--- src/rtl/tlc5620_ch_sched.sv ---
// tlc5620_ch_sched: round-robin four-channel update scheduler and serial driver for the TLC5620 DAC.
// Define TLC5620_SYNC_LDAC_EN to batch DA_LDAC across bursts of updates (at most 3 deferrals).
module tlc5620_ch_sched #(
    parameter int CLK_DIV = 32
) (
    input  logic        sys_clk,
    input  logic        sys_rst,
    input  logic [3:0]  req,
    input  logic [31:0] ch_data,
    input  logic [3:0]  ch_rng,
    output logic [3:0]  ack,
    output logic        busy,
    output logic        DA_IO_CLK,
    output logic        DA_OUT_DATA,
    output logic        DA_LOAD,
    output logic        DA_LDAC
);
    localparam int CW = $clog2(CLK_DIV);
    typedef enum logic [2:0] {IDLE, SHIFT, LOAD, LDAC, GAP} state_t;
    state_t state, state_nx;
    logic [CW-1:0] cnt;
    logic [4:0] half;
    logic [10:0] sr;
    logic [1:0] p, g;
    logic tick, defer;
    assign tick = cnt == CW'(CLK_DIV - 1);
    always_comb begin
        g = p;
        // Descending scan so the candidate closest to p wins.
        for (int k = 3; k >= 0; k--)
            if (req[p + 2'(k)]) g = p + 2'(k);
    end
`ifdef TLC5620_SYNC_LDAC_EN
    logic [1:0] dcnt;
    assign defer = |req && dcnt != 2'd3;
    always_ff @(posedge sys_clk)
        if (sys_rst) dcnt <= '0;
        else if (state == LOAD && tick) dcnt <= defer ? dcnt + 2'd1 : 2'd0;
`else
    assign defer = 1'b0;
`endif
    always_comb begin
        state_nx = state;
        unique case (state)
            IDLE:    state_nx = |req ? SHIFT : IDLE;
            SHIFT:   state_nx = (tick && half == 5'd21) ? LOAD : SHIFT;
            LOAD:    state_nx = tick ? (defer ? GAP : LDAC) : LOAD;
            LDAC:    state_nx = tick ? GAP : LDAC;
            GAP:     state_nx = tick ? IDLE : GAP;
            default: state_nx = IDLE;
        endcase
    end
    always_ff @(posedge sys_clk) begin
        if (sys_rst) begin
            state <= IDLE;
            cnt   <= '0;
            half  <= '0;
            sr    <= '0;
            p     <= '0;
            ack   <= '0;
        end else begin
            state <= state_nx;
            ack   <= (state == IDLE && |req) ? 4'b0001 << g : 4'b0000;
            cnt   <= (state == IDLE || tick) ? '0 : cnt + 1'b1;
            if (state == IDLE) begin
                half <= '0;
                if (|req) begin
                    sr <= {g, ch_rng[g], ch_data[{g, 3'b000} +: 8]};
                    p  <= g + 2'd1;
                end
            end else if (state == SHIFT && tick) begin
                half <= half + 5'd1;
                if (half[0]) sr <= {sr[9:0], 1'b0};
            end
        end
    end
    assign busy        = state != IDLE;
    assign DA_IO_CLK   = state == SHIFT && !half[0];
    assign DA_OUT_DATA = state == SHIFT && sr[10];
    assign DA_LOAD     = state != LOAD;
    assign DA_LDAC     = state != LDAC;
endmodule

--- config.mk ---
export PLATFORM = sky130hd
export DESIGN_NAME = tlc5620_ch_sched
export DESIGN_NICKNAME = d
export VERILOG_FILES = /design/src/rtl/tlc5620_ch_sched.sv
export SDC_FILE = /design/constraint.sdc
export NUM_CORES = 1
export LEC_CHECK = 0
export ABC_AREA = 1
export CORE_MARGIN = 1.5
export CORE_UTILIZATION = 25
export DETAILED_ROUTE_END_ITERATION = 7
export HOLD_SLACK_MARGIN = 0.03
export PLACE_DENSITY = 0.57
export SLEW_MARGIN = 20
export SYNTH_ARGS = -nofsm -noshare
export SYNTH_HDL_FRONTEND = slang
export SYNTH_SLANG_ARGS = --single-unit
--- constraint.sdc ---
create_clock -name sys_clk -period 4.23 [get_ports sys_clk]
set_clock_uncertainty 0.2 [all_clocks]
set_input_delay 0.423 -clock sys_clk [delete_from_list [all_inputs] [get_ports sys_clk]]
set_output_delay 0.423 -clock sys_clk [all_outputs]
set_load 0.005 [all_outputs]
Word-level counts from Yosys, hierarchy flattened --
Index checks and enable logic that the tools add are counted.
Cells by class: add/subtract/negate cells 6, order comparisons 5, equality and inequality tests 9, shift-type cells 2, muxes and demuxes 24, bitwise operators 1, reductions and logical operators 17
Operator list (number):
- $mux 11 | 4
- $shiftx 32x6->8 | 1
- $lt 2x3->1 const B | 5
- $pmux 3 s5 | 1
- $add 5x1->5 const B | 2
- $bmux 1 s2 | 5
- $eq 5x5->1 const B | 2
- $mux 2 | 5
- $mux 1 | 7
- $eq 3x2->1 const B | 2
- $mux 3 | 2
- $ne 3x2->1 const B | 2
- $reduce_or 2->1 | 3
- $logic_and 1x1->1 | 5
- $add 2x1->2 const B | 2
- $add 2x2->2 const B | 2
- $reduce_bool 2->1 | 2
- $reduce_or 4->1 | 1
- $shl 1x2->4 const A | 1
- $eq 3x1->1 const B | 1
- $eq 3x3->1 const B | 1
- $logic_not 3->1 | 1
- $reduce_and 3->1 | 1
- $reduce_bool 3->1 | 1
- 5 further kinds | 5
Word-level totals: register bits after elaboration 30, input port bits 42, output and inout bits 9, word-level logic and storage cells 70

Depth between registers and ports, before layout --
depth in word-level cells 11, depth in mapped cells 16, depth with buffers taken out 15

Worst setup path before layout --
OpenSTA, ideal clock, no wires.
path type register to register, from reg cnt[0], to reg sr[10], setup time 0.117 ns, arrival 1.734 ns, data required time 3.913 ns, slack 2.179 ns, cell stages (with the launch flop) 13, buffers on the path 1, clock period less this slack 2.051 ns, cell sequence dfxtp_1 ha_1 nand2_1 nor2_1 ha_1 inv_1 nor2_2 nand2_1 nand2_2 inv_1 buf_2 o2111ai_1 inv_1
On the way: longest elaborated chain between the ends 4
Ends and longest elaborated chain:
- start, declared | RTL line 21 | logic [CW-1:0] cnt;
- start signal, assigned | RTL line 64 | cnt <= (state == IDLE || tick) ? '0 : cnt + 1'b1;
- $eq 5x5->1 | RTL line 26 | assign tick = cnt == CW'(CLK_DIV - 1);
- $logic_and 1x1->1 | RTL line 71 | end else if (state == SHIFT && tick) begin
- $reduce_bool 2->1 (no source line)
- $reduce_and 3->1 (no source line)
- end signal, assigned | RTL line 68 | sr <= {g, ch_rng[g], ch_data[{g, 3'b000} +: 8]};
- end signal, assigned | RTL line 73 | if (half[0]) sr <= {sr[9:0], 1'b0};
- end, declared | RTL line 23 | logic [10:0] sr;
No other way between the ends. A chain may end at the register's enable or synchronous reset.

Worst setup path after layout --
from in req[3], to reg sr[7]
On the way: longest elaborated chain between the ends 9, elaborated cells between the ends (all ways) 18, classes of those cells eq/ne (1); shift (1); mux (14); reduce/logical (2)
Ends and longest elaborated chain:
- start, declared | RTL line 8 | input logic [3:0] req,
- $bmux 1 s2 | RTL line 31 | if (req[p + 2'(k)]) g = p + 2'(k);
- $mux 1 (implied by the code) | RTL line 31
- $mux 2 (4 in series) | RTL line 31
- $shiftx 32x6->8 | RTL line 68
- $mux 11 | RTL line 67 | if (|req) begin
- $mux 11 | RTL line 65 | if (state == IDLE) begin
Several ways; a longest one is shown, not always the timed one. The select of a mux whose other input is x is not followed.

==> results.ini <==
[synth]
yosysUniqueCellTypes = 35
ys_warn_count = 0
ys_seq_elements = 30
async_flop_share_pct = 0
ys.flop_type = dfxtp_1
synth_fp_nets = 322
synth_area_um2 = 1870
synth_enable_flop_cells = 0
avgSynthCellArea_um2 = 6.76
synthCells = 276
ys_seq_area_share_pct = 32.2

[placed_design]
preCtsSetupSlack_ns = 1.55
placed_cell_area_um2 = 2410
place.detailed.hpwl_um = 3500
gp_congestion = 0.844
port_buffers = 50

[grt]
grt_max_degree = 24
grtUsageTotal_pct = 12.3
grt_first_pass_wirelength_um = 7710
grt_pass1_vias = 1725
antenna_found_initial = 0
grt-ovfl-total = 0

[power]
vdd.ir_drop.worst_mv = 0.130
p_leak_nw = 1.05
power_density_nw_per_um2 = 511

[timing]
min_period_over_period_pct = 56.9
setup-tns-final_ns = 0
rsz0062_at_grt = false
finalHoldViolCount = 0
maxSlewHeadroom_pct = 70.6
fin_ws_ns = 1.82
fmax_ghz = 0.416
worst_slew_pin_slew_ns = 0.440
slew_violations = 0
fin_hold_ws_ns = 0.248
setup_violations = 0
period_minus_slack_ns = 2.41

[floorplan]
die_area_um2 = 7990
initial_core_util_pct = 25.7
core_um2 = 7250
die_width_um = 89.4
ios = 51
die_y_um = 89.4
rows = 31

[job]
drv_cap = 0

[setup_path]
cp.arrival_ns = 2.42
critPathBufInv = 3
cp_common_cell = nand2_1
reg2reg_from = state[1]
startpoint_type = input port
worstPathCellList = clkdlybuf4s50_1 -> inv_1 -> nand2_1 -> nand3_1 -> o21ai_0 -> nand2_1 -> nand2_1 -> nand3_1 -> nand2_1 -> inv_1 -> nand3_1 -> nand3_2 -> a21oi_2
r2r-end = sr[7]
path_max_fanout = 12
ff2ff_path_depth = 8
cp-end-kind = flip-flop
worstSetupPathType = in -> reg
path_delay_family = simple AND/OR/NAND/NOR gates
crit_slowest_cell = clkdlybuf4s50_1
critPathMaxStageDelay_ns = 0.51
rrSetupSlack_ns = 1.83
critical_path_required_ns = 4.24

[drt]
antenna_left = 0
dr.first_iter.drc_count = 118
finalWirelength_um = 4690
firstDrtPassIters = 4
drc = 0
viasPerCell = 4.42
wl_per_cell_um = 11.1
vias = 1864

[cells_and_area]
fillerInstances = 774
final_util_pct = 34.4
multi_input_area_um2 = 1050
syn2layout_area_growth_pct = 33.9
nets = 368
seq_area_um2 = 601
postLayoutCellArea_um2 = 2500
drive_gt1_share_pct = 10.5
antenna_cells = 0

[hold_path]
hp-start = cnt[0]
min_path_type = reg -> reg
holdPathEnd = cnt[0]
min_path_cells = 1

[clock_network]
cts.sinks = 30
hold_buffers = 0
clock_latency_ns = 0.28
post_cts_buffers = 0
cts-root-buf = clkbuf_8
numCtsBuffers = 5
cts.path.max_buffers = 2
cts_resized = 0
cts_tree = built
path_clk_slew_ns = 0.06
htreeDepth = 2

[outcome]
status = finished, final reports clean

-- kinds of logic (layout without fill, tap and decap cells) --
logic type | after synthesis | count (layout) | share of synthesized area [%]
XOR/XNOR | 1 | 1 | 0.470
adder cells (fa/ha/maj) | 4 | 4 | 2.68
buffers and inverters | 45 | 92 | 11.5
AO/OA/AOI/OAI | 49 | 49 | 14.7
AND/OR/NAND/NOR | 147 | 147 | 38.4
flip-flops | 30 | 30 | 32.2
-- power breakdown --
part	internal (mW)	total [mW]	switching, mW
combinational	0.248	0.674	0.426
sequential	0.328	0.363	0.0341
clock	0.131	0.241	0.110
total	0.707	1.28	0.570
-- flip-flops by register name, indices dropped and copies added, names as in the netlist --
register,cells
sr,11
cnt,5
half,5
ack,4
state,3
p,2
-- stage by stage --
step | power, mW | std cells
global route | 1.40 | 422
floorplan | 0.941 | 276
detailed placement | 1.04 | 414
finish | 1.28 | 422
global placement | 1.04 | 414
CTS | 1.29 | 422
-- metal layers --
layer	vias up	global-route usage, %	share of wire (%)
li1	1005	-	-
met1	803	16.4	51
met4	0	3.78	1.2
met5	-	0	0
met2	49	19.1	41
met3	7	3.51	6.2
-- layout make-up --
class	instances	share of cell area [%]
Clock buffer	7	3.46
Clock inverter	1	0.200
Inverter	34	5.31
Multi-Input combinational cell	201	42.0
Sequential cell	30	24.0
Tap cell	99	4.96
Timing Repair Buffer	50	20.0
-- synth_stat cells (2+ instances only) --
master	count	share of area [%]
inv_2	2	0.40
o21ai_0	15	4.0
inv_1	31	6.2
nand3_2	2	1.1
buf_6	2	1.2
nand2_2	13	4.4
nand3_1	50	13
a211oi_1	2	0.80
o22ai_1	2	0.67
dfxtp_1	30	32
nand2_4	3	1.8
nor2_1	20	4.0
buf_2	5	1.3
a21oi_1	24	6.4
nand2_1	49	9.9
nor3_1	4	1.1
ha_1	4	2.7
-- layout by cell type (no fill, tap or decap), types with 2 or more instances in the layout --
master	Yosys	final
dfxtp_1	30	30
a211oi_1	2	2
o22ai_1	2	2
clkbuf_8	0	6
nand2_1	49	49
nand3_2	2	2
nand2_2	13	13
nand3_1	50	50
o21ai_0	15	15
a21oi_1	24	24
clkdlybuf4s50_1	0	50
nor2_1	20	20
nand2_4	3	3
nor3_1	4	4
inv_1	31	31
ha_1	4	4
inv_2	2	2
-- worst max path at each step --
stage	slack [ns]	cells past startpoint	startpoint	end
3_3_place_gp	1.59	14	req[1]	p[1]
4_1_cts	1.81	8	state[1]	sr[10]
3_5_place_dp	1.55	14	req[3]	sr[0]
2_1_floorplan	2.18	12	cnt[0]	sr[10]
5_1_grt	1.53	14	p[0]	sr[0]
6_report	1.82	13	req[3]	sr[7]
-- worst reg2reg max path: stages, from the launching register on --
cell     delay (ns)
dfxtp_1        0.34
nor2_1         0.13
nand2_1        0.29
a41oi_1        0.43
inv_1          0.21
nand2_2        0.20
inv_1          0.20
a21oi_1        0.21
a21oi_2        0.08
Note: power is estimated with default switching activity, not from simulation.
